<file path="config.mk">
export PLATFORM = sky130hd
export DESIGN_NAME = encoder
export DESIGN_NICKNAME = d
export VERILOG_FILES = /design/src/rtl/encoder.sv
export SDC_FILE = /design/constraint.sdc
export NUM_CORES = 1
export LEC_CHECK = 0
export CAP_MARGIN = 20
export CORE_MARGIN = 5
export CORE_UTILIZATION = 59
export DETAILED_ROUTE_END_ITERATION = 10
export PLACE_DENSITY_LB_ADDON = 0.25
export REMOVE_ABC_BUFFERS = 1
export SLEW_MARGIN = 5
export SYNTH_ARGS = -nofsm -noshare
export SYNTH_HDL_FRONTEND = slang
export SYNTH_SLANG_ARGS = --single-unit
</file>
<file path="constraint.sdc">
create_clock -name clk -period 4.15 [get_ports clk]
set_input_delay 0.83 -clock clk [delete_from_list [all_inputs] [get_ports clk]]
set_output_delay 0.83 -clock clk [all_outputs]
set_load 0.05 [all_outputs]
</file>
<file path="src/rtl/encoder.sv">
// Die-select encoder: synchronizes seven one-hot selection inputs, rejects
// multiple/none as 4'b1111, debounces the code and registers it with a change strobe.
module encoder #(
    parameter int SYNC_STAGES     = 2,
    parameter int DEBOUNCE_CYCLES = 4
) (
    input  logic       clk,
    input  logic       rst_n,
    input  logic       buttonD4,
    input  logic       buttonD6,
    input  logic       buttonD8,
    input  logic       buttonD10,
    input  logic       buttonD12,
    input  logic       buttonD20,
    input  logic       switchTest,
    output logic [3:0] dieSelect,
    output logic       selChanged
);

    localparam int CW = $clog2(DEBOUNCE_CYCLES + 1);
    localparam logic [CW-1:0] CNT_MAX    = CW'(DEBOUNCE_CYCLES);
    localparam logic [CW-1:0] CNT_COMMIT = CW'(DEBOUNCE_CYCLES - 1);
    localparam logic [CW-1:0] CNT_ONE    = CW'(1);

    logic [6:0]    w_async;
    logic [6:0]    w_synced;
    logic [3:0]    w_code;
    logic [6:0]    r_sync [SYNC_STAGES];
    logic [3:0]    r_cand;
    logic [CW-1:0] r_cnt;
    logic [3:0]    r_sel;
    logic          r_chg;

    assign w_async = {switchTest, buttonD20, buttonD12, buttonD10,
                      buttonD8, buttonD6, buttonD4};

    always_ff @(posedge clk or negedge rst_n) begin
        if (!rst_n) begin
            for (int unsigned i = 0; i < SYNC_STAGES; i++) begin
                r_sync[i] <= '0;
            end
        end else begin
            r_sync[0] <= w_async;
            for (int unsigned i = 1; i < SYNC_STAGES; i++) begin
                r_sync[i] <= r_sync[i-1];
            end
        end
    end

    assign w_synced = r_sync[SYNC_STAGES-1];

    // Anything other than exactly one active input maps to the idle code.
    always_comb begin
        w_code = '1;
        case (w_synced)
            7'b0000001: w_code = 4'b0000;
            7'b0000010: w_code = 4'b0001;
            7'b0000100: w_code = 4'b0010;
            7'b0001000: w_code = 4'b0011;
            7'b0010000: w_code = 4'b0100;
            7'b0100000: w_code = 4'b0101;
            7'b1000000: w_code = 4'b0111;
            default:    w_code = '1;
        endcase
    end

    // The counter saturates so a stable code is committed only once per run.
    always_ff @(posedge clk or negedge rst_n) begin
        if (!rst_n) begin
            r_cand <= '1;
            r_cnt  <= '0;
            r_sel  <= '1;
            r_chg  <= 1'b0;
        end else if (w_code != r_cand) begin
            r_cand <= w_code;
            r_cnt  <= '0;
            r_chg  <= 1'b0;
        end else begin
            if (r_cnt < CNT_MAX) begin
                r_cnt <= r_cnt + CNT_ONE;
            end
            if (r_cnt == CNT_COMMIT) begin
                r_sel <= r_cand;
                r_chg <= (r_cand != r_sel);
            end else begin
                r_chg <= 1'b0;
            end
        end
    end

    assign dieSelect  = r_sel;
    assign selChanged = r_chg;

endmodule

</file>
; After elaboration in Yosys (flattened, before gate mapping)
; Cells that the tools add are included.
[op_classes]
n_addsub = 1
eq_ne = 10
n_reduce_logical = 2
mux = 5
n_lt_le_gt_ge = 1
n_bitwise = 1
[op_table]
columns = operator, n
row1 = one-hot mux 4 bit (7 select lines), 1
row2 = inequality test 4 bit, 2
row3 = equality test 7 x 1 -> 1 bit (second input constant), 1
row4 = equality test 7 x 2 -> 1 bit (second input constant), 1
row5 = equality test 7 x 3 -> 1 bit (second input constant), 1
row6 = equality test 7 x 4 -> 1 bit (second input constant), 1
row7 = equality test 7 x 5 -> 1 bit (second input constant), 1
row8 = equality test 7 x 6 -> 1 bit (second input constant), 1
row9 = equality test 7 bit (second input constant), 1
row10 = 2-to-1 mux 3 bit, 2
row11 = adder 3 x 1 -> 3 bit (second input constant), 1
row12 = equality test 3 x 2 -> 1 bit (second input constant), 1
row13 = < comparator 3 bit (second input constant), 1
row14 = 2-to-1 mux 1 bit, 2
row15 = AND reduction 2 bit, 1
row16 = nonzero test 2 bit, 1
row17 = NOT 1 bit, 1
[word_totals]
out_inout_bits = 5
regBits = 26
in_bits = 9

; Logic depth before layout (Yosys ltp)
; Gate-level depths: netlist (run 1).
[depth]
ltp_word = 5
mapped_depth = 7
ltp_nobuf = 6

; Worst setup path after synthesis (run 1)
; No wires, ideal clock.
[synth_path]
kind = reg-to-reg
startpoint = register r_sync (netlist bit w_synced[4])
endpoint = register r_sel[0], in the netlist dieSelect[0]
arrival_ns = 2.034
path_slack_ns = 2.034
stages_incl_launch_ff = 8
path_buffers = 1
period_less_slack_ns = 2.116
setup_ns = 0.082
cell_sequence = dfrtp_1 > buf_6 > or4_4 > nor4b_4 > or2_4 > nor3_2 > o32ai_4 > mux2_4
[synth_via]
elab_chain_len = 5
[synth_lines]
columns = element, line_no
row1 = from (decl), 28  ; logic [6:0] r_sync [SYNC_STAGES];
row2 = "from (signal, indexed assignment)", 45  ; r_sync[i] <= r_sync[i-1];
row3 = "equality test 7 bit, or another cell as far along", 55  ; case (w_synced)
row4 = one-hot mux 4 bit (7 select lines) (*), 55
row5 = inequality test 4 bit (*), 74  ; end else if (w_code != r_cand) begin
row6 = NOT 1 bit (no source line) (*), -
row7 = AND reduction 2 bit (no source line) (*), -
row8 = to (signal assigned), 83  ; r_sel <= r_cand;
row9 = to (decl), 31  ; logic [3:0] r_sel;
; Mark *: on every way between the ends. The rest lies on a longest branch, timed or not.
; A chain may end at the register's enable or synchronous reset.

; Worst setup path in the final report (run 1)
[layout_path]
startpoint = register r_sel[0], in the netlist dieSelect[0]
endpoint = output dieSelect[0]
[layout_lines]
columns = element, line_no
row1 = to (decl), 16  ; output logic [3:0] dieSelect,
; No word-level cell between the ends.

==> flow_summary.json, run 1 <==
{
  "post-route-min-period_ns": 2.55,
  "wl_per_cell_um": 14.0,
  "holdPathEnd": "w_synced[4]",
  "synth_cell_types": 44,
  "leakage_uw": 0.000622,
  "synth_edf_count": 0,
  "critPathTopFamily": "buffers and inverters",
  "p_total_uw": 623,
  "ant_nets": 0,
  "ctsResizeCount": 0,
  "grt_pass1_vias": 804,
  "critPathBufInv": 1,
  "wl_met3_um": 53,
  "hold_violations": 0,
  "drt_wl_total_um": 2070,
  "htreeDepth": 1,
  "status": "completed",
  "timing.rr.start": "w_synced[4]",
  "reg2reg_setup_slack_ns": 1.86,
  "grt-ovfl-total": 0,
  "cts_tree": "yes",
  "setup_tns_ns": 0,
  "slew-limit-headroom": 0.597,
  "drt_first_pass_iters": 4,
  "path_class": "flop to primary output",
  "grt_pass1_wl_um": 3500,
  "insertedDiodeCount": 0,
  "synthCells": 110,
  "die_height_um": 57.2,
  "vias": 841,
  "num_rows": 17,
  "final_cells": 148,
  "synth_async_sr_flop_share": 1.00,
  "die_w_um": 57.2,
  "dieArea_um2": 3270,
  "crit_arrival_ns": 1.72,
  "finalSetupViolCount": 0,
  "critPathSlowestCell": "clkdlybuf4s50_1",
  "period_share": 0.614,
  "placed_cell_area_um2": 1430,
  "io_pins": 14,
  "fmax_ghz": 0.393,
  "worst_slack_ns": 1.60,
  "coreArea_um2": 2170,
  "dp_cells": 143,
  "post_cts_buffers": 0,
  "holdCritStartpoint": "r_sync[11]",
  "clock_sinks": 26,
  "insertion_delay_ns": 0.30,
  "grt_max_degree": 27,
  "r2r_end": "r_cnt[1]",
  "critical_path.max_stage_delay_ns": 0.83,
  "place_ws_ns": 1.87,
  "ys.flop_type": "dfrtp_1",
  "fin_nets": 132,
  "io_buffers": 13,
  "wl_met1_um": 1040,
  "tightest_slew_ns": 0.603,
  "crit_required_ns": 3.32,
  "avgSynthCellArea_um2": 11.9,
  "crit_path_start_kind": "flop",
  "yosys_warnings": 0,
  "route.detailed.drc": 0,
  "grt_setup_unrepaired": "no",
  "path_cells": "clkdlybuf4s50_1",
  "initial_core_util": 0.606,
  "antenna_found_initial": 0,
  "grt_use_total": 0.133,
  "drv_cap": 0,
  "routed-wl-met2_um": 980,
  "cp_max_fo": 3,
  "cp-end-kind": "primary output",
  "ys_seq_area_frac": 0.503,
  "synth-seq-cells": 26,
  "cts_buffer_depth": 2,
  "fin_skew_ns": 0.00177,
  "drive_above_1_share": 0.175,
  "drt_iter0_drc": 20,
  "vdd_drop_max_mv": 0.343,
  "clkSlewWorstSetupHoldPaths_ns": 0.13,
  "viasPerCell": 5.68,
  "cts_buffers": 3,
  "final_max_slew_viol_count": 0,
  "worst-path-stages": 1,
  "fillers": 173,
  "power_per_cell_area_nw_per_um2": 424,
  "final_area_um2": 1470,
  "dp_hpwl_um": 1580,
  "cts_root_buf": "clkbuf_4",
  "routabilityCongestion": 0.833,
  "hp-class": "flop to flop",
  "synth_area_um2": 1310,
  "highest_layer": "met3",
  "r2r_cells": 6,
  "holdBufCountCts": 0,
  "hold_path_depth": 0,
  "syn_to_final_growth_pct": 11.8
}
## stage by stage
step            util  hold WS, ns
4_1_cts        0.670        0.364
5_1_grt        0.677        0.381
2_1_floorplan      -        0.331
3_5_place_dp   0.658        0.336
3_3_place_gp   0.658        0.332
6_report       0.677        0.363
## worst reg2reg max path: cells and delay by family (launching register included)
| kind | cells | cell delay, ns |
|---|---|---|
| flops | 1 | 0.49 |
| simple gates | 5 | 1.26 |
| compound gates | 1 | 0.42 |
## layer usage
metal  GRT usage  up-vias
met1       0.184      403
li1            -      422
met4      0.0199        0
met3      0.0271        0
met2       0.222       16
met5           0        -
## placed cells by master, fill, tap and decap left out, types with 3 or more instances in the layout
| cell | n |
|---|---|
| xor2_1 | 10 |
| nor2_1 | 10 |
| clkbuf_4 | 3 |
| dfrtp_1 | 18 |
| a21oi_1 | 3 |
| o2111ai_1 | 4 |
| inv_1 | 4 |
| o21ai_0 | 5 |
| dfstp_2 | 8 |
| clkdlybuf4s50_1 | 13 |
## report_power, final
part / switching, uW / internal (uW)
logic: 106 / 79.4
registers: 35.9 / 300
clock network: 67.2 / 35.0
## registers in the layout (all words and copies together), names as in the netlist
name,flops
dieSelect,4
r_cand,4
r_cnt,3
r_sync,7
selChanged,1
w_synced,7
## how the worst max path moves through the flow
stage,start,end,slack [ns]
2_1_floorplan,w_synced[4],dieSelect[0],2.06
3_3_place_gp,w_synced[3],dieSelect[0],1.93
4_1_cts,dieSelect[0],dieSelect[0],1.59
6_report,dieSelect[0],dieSelect[0],1.60
3_5_place_dp,w_synced[4],r_cnt[0],1.87
5_1_grt,dieSelect[0],dieSelect[0],1.56
## cell type report
class / count / area, um2 / area share
Sequential cell: 26 / 661 / 0.450
Multi-Input combinational cell: 72 / 587 / 0.399
Timing Repair Buffer: 14 / 145 / 0.0988
Tap cell: 28 / 35.0 / 0.0239
Clock buffer: 3 / 22.5 / 0.0153
Inverter: 4 / 15.0 / 0.0102
Clock inverter: 1 / 3.75 / 0.00256
## cells in the mapped netlist, types with 2 or more instances
| cell type | n | share of area |
|---|---|---|
| dfstp_2 | 8 | 0.16 |
| xnor2_1 | 2 | 0.013 |
| nor3_1 | 2 | 0.0076 |
| o2111ai_1 | 4 | 0.027 |
| o21ai_0 | 5 | 0.019 |
| nand2_1 | 2 | 0.0057 |
| inv_1 | 4 | 0.011 |
| nor2b_1 | 2 | 0.0095 |
| a21oi_1 | 3 | 0.011 |
| nand3_1 | 2 | 0.0076 |
| nor2_1 | 10 | 0.029 |
| dfrtp_1 | 18 | 0.34 |
| and3_1 | 2 | 0.0095 |
| buf_2 | 2 | 0.0076 |
| buf_4 | 3 | 0.017 |
| xor2_1 | 10 | 0.067 |
| a32o_1 | 2 | 0.015 |
| nor4b_1 | 2 | 0.013 |
| ha_1 | 2 | 0.019 |
## cell families (layout without fill, tap and decap cells)
| kind of cell | count (synthesis) | count (layout) | synth area share |
|---|---|---|---|
| fa+ha+maj | 2 | 2 | 0.0190 |
| simple gates | 30 | 30 | 0.144 |
| buf+inv | 12 | 22 | 0.0505 |
| mux | 2 | 2 | 0.0190 |
| compound gates | 26 | 26 | 0.185 |
| flops | 26 | 26 | 0.503 |
| xor+xnor | 12 | 12 | 0.0800 |
Note: power is estimated with default switching activity, not from simulation.
==> run 2, diff against run 1 <==
--- a/config.mk
+++ b/config.mk
@@ -7,7 +7,7 @@
 export LEC_CHECK = 0
 export CAP_MARGIN = 20
 export CORE_MARGIN = 5
-export CORE_UTILIZATION = 59
+export CORE_UTILIZATION = 55
 export DETAILED_ROUTE_END_ITERATION = 10
 export PLACE_DENSITY_LB_ADDON = 0.25
 export REMOVE_ABC_BUFFERS = 1
==> constraint.sdc (replaced) <==
create_clock -name clk -period 2.55 [get_ports clk]
set_input_delay 0.51 -clock clk [delete_from_list [all_inputs] [get_ports clk]]
set_output_delay 0.51 -clock clk [all_outputs]
set_load 0.05 [all_outputs]
==> flow_summary.json, run 2 (same netlist as run 1, synthesis figures left out) <==
{
  "io_buffers": 13,
  "fillers": 176,
  "cts_buffers": 3,
  "vdd_drop_max_mv": 0.591,
  "drt_wl_total_um": 2260,
  "fin_skew_ns": 0.00188,
  "crit_arrival_ns": 2.57,
  "tightest_slew_ns": 0.558,
  "drv_cap": 0,
  "hp-class": "flop to flop",
  "wl_per_cell_um": 15.3,
  "antenna_found_initial": 0,
  "clock_sinks": 26,
  "r2r_end": "dieSelect[0]",
  "grt_pass1_vias": 879,
  "dp_hpwl_um": 1680,
  "setup_tns_ns": 0,
  "ff_latch_area_um2": 661,
  "die_height_um": 58.9,
  "grt-ovfl-total": 0,
  "drt_iter0_drc": 28,
  "cts_buffer_depth": 2,
  "internal_power_uw": 774,
  "finalSetupViolCount": 0,
  "power_per_cell_area_nw_per_um2": 752,
  "drt_first_pass_iters": 4,
  "insertedDiodeCount": 0,
  "p_total_uw": 1120,
  "r2r_cells": 6,
  "insertion_delay_ns": 0.31,
  "cts_root_buf": "clkbuf_4",
  "final_common_cell": "dfrtp_1",
  "htreeDepth": 1,
  "pwr-share-comb": 0.268,
  "layout_common_cells": "dfrtp_1 (18), clkdlybuf4s50_1 (13), xor2_1 (10), nor2_1 (10), dfstp_2 (8)",
  "path_class": "flop to flop",
  "coreArea_um2": 2250,
  "crit_path_start_kind": "flop",
  "timing.rr.start": "w_synced[3]",
  "swShare": 0.308,
  "die_w_um": 58.9,
  "hold_violations": 0,
  "crit_path_end": "dieSelect[0]",
  "cp_max_fo": 7,
  "status": "completed",
  "cp-end-kind": "flop",
  "power_switching_uw": 345,
  "ant_nets": 0,
  "grt_pass1_wl_um": 3880,
  "holdBufCountCts": 0,
  "clkSlewWorstSetupHoldPaths_ns": 0.13,
  "io_pins": 14,
  "multi_input_area_um2": 587,
  "period_share": 0.908,
  "post-route-min-period_ns": 2.31,
  "post_cts_buffers": 0,
  "num_rows": 17,
  "reg2reg_setup_slack_ns": 0.24,
  "grt_max_degree": 27,
  "fin_nets": 132,
  "grt_use_total": 0.150,
  "clock_power_share": 0.242,
  "leakage_uw": 0.000632,
  "pwr-share-seq": 0.490,
  "cts_tree": "yes",
  "initial_core_util": 0.583,
  "final_max_slew_viol_count": 0,
  "vias": 876,
  "slew-limit-headroom": 0.628,
  "grt_setup_unrepaired": "no",
  "drive_above_1_share": 0.183,
  "routabilityCongestion": 0.816,
  "syn_to_final_growth_pct": 13.2,
  "ctsResizeCount": 0,
  "crit_start": "w_synced[3]",
  "route.detailed.drc": 0,
  "dieArea_um2": 3470,
  "crit_required_ns": 2.80,
  "fmax_ghz": 0.432,
  "viasPerCell": 5.92
}
[run 2: changes by cell type in the layout (fill, tap and decap cells not counted), sizes merged]
cell	previous run	this run
bufinv	0	1
clkinv	1	0
[run 2: layer usage]
layer / up-vias / track usage / routed length (um)
met5: - / 0 / 0
met4: 0 / 0.0841 / 12
met3: 2 / 0.0197 / 71
met2: 14 / 0.216 / 1090
met1: 438 / 0.216 / 1080
li1: 422 / - / -
[run 2: how the worst min path moves through the flow]
stage / cells past startpoint / endpoint / slack (ns) / start
after floorplan: 0 / r_cnt[0] / 0.21 / rst_n
after global placement: 0 / w_synced[0] / 0.33 / r_sync[7]
after detailed placement: 0 / w_synced[2] / 0.33 / r_sync[9]
after CTS: 0 / w_synced[2] / 0.36 / r_sync[9]
after global routing: 0 / w_synced[2] / 0.38 / r_sync[9]
final: 0 / w_synced[3] / 0.36 / r_sync[10]
[run 2: cell type report]
cell class	instances	share of cell area
Sequential cell	26	0.444
Tap cell	28	0.0235
Inverter	4	0.0101
Timing Repair Buffer	14	0.0925
Multi-Input combinational cell	72	0.394
Clock inverter	1	0.0202
Clock buffer	3	0.0151
[run 2: per-stage QoR]
stage / instances / setup WS (ns) / utilization / cell area (um2) / hold WS (ns)
2_1_floorplan: 102 / 0.456 / - / 1260 / 0.214
3_3_place_gp: 144 / 0.345 / 0.637 / 1440 / 0.333
3_5_place_dp: 144 / 0.264 / 0.637 / 1440 / 0.335
4_1_cts: 148 / 0.236 / 0.660 / 1490 / 0.365
5_1_grt: 148 / 0.105 / 0.660 / 1490 / 0.377
6_report: 148 / 0.235 / 0.660 / 1490 / 0.362
[run 2: power by group through the flow]
stage / Sequential, uW / Combinational, uW / Clock (uW)
after CTS: 549 / 304 / 280
after floorplan: 633 / 119 / 0
after detailed placement: 556 / 302 / 0
final: 548 / 300 / 271
after global routing: 558 / 327 / 297
after global placement: 550 / 296 / 0
[run 2: critical path, stage by stage (launching register included)]
cell and delay (ns):
dfrtp_1 0.50, xor2_1 0.21, nand2_1 0.12, a2111oi_4 0.60, nor4_1 0.19, o32ai_4 0.31
mux2_4 0.33
==> run 3, diff against run 2 <==
--- a/config.mk
+++ b/config.mk
@@ -5,7 +5,6 @@
 export SDC_FILE = /design/constraint.sdc
 export NUM_CORES = 1
 export LEC_CHECK = 0
-export CAP_MARGIN = 20
 export CORE_MARGIN = 5
 export CORE_UTILIZATION = 55
 export DETAILED_ROUTE_END_ITERATION = 10
==> results of run 3 <==
Same layout as run 2: the final DEF is identical, and so are final timing and power.
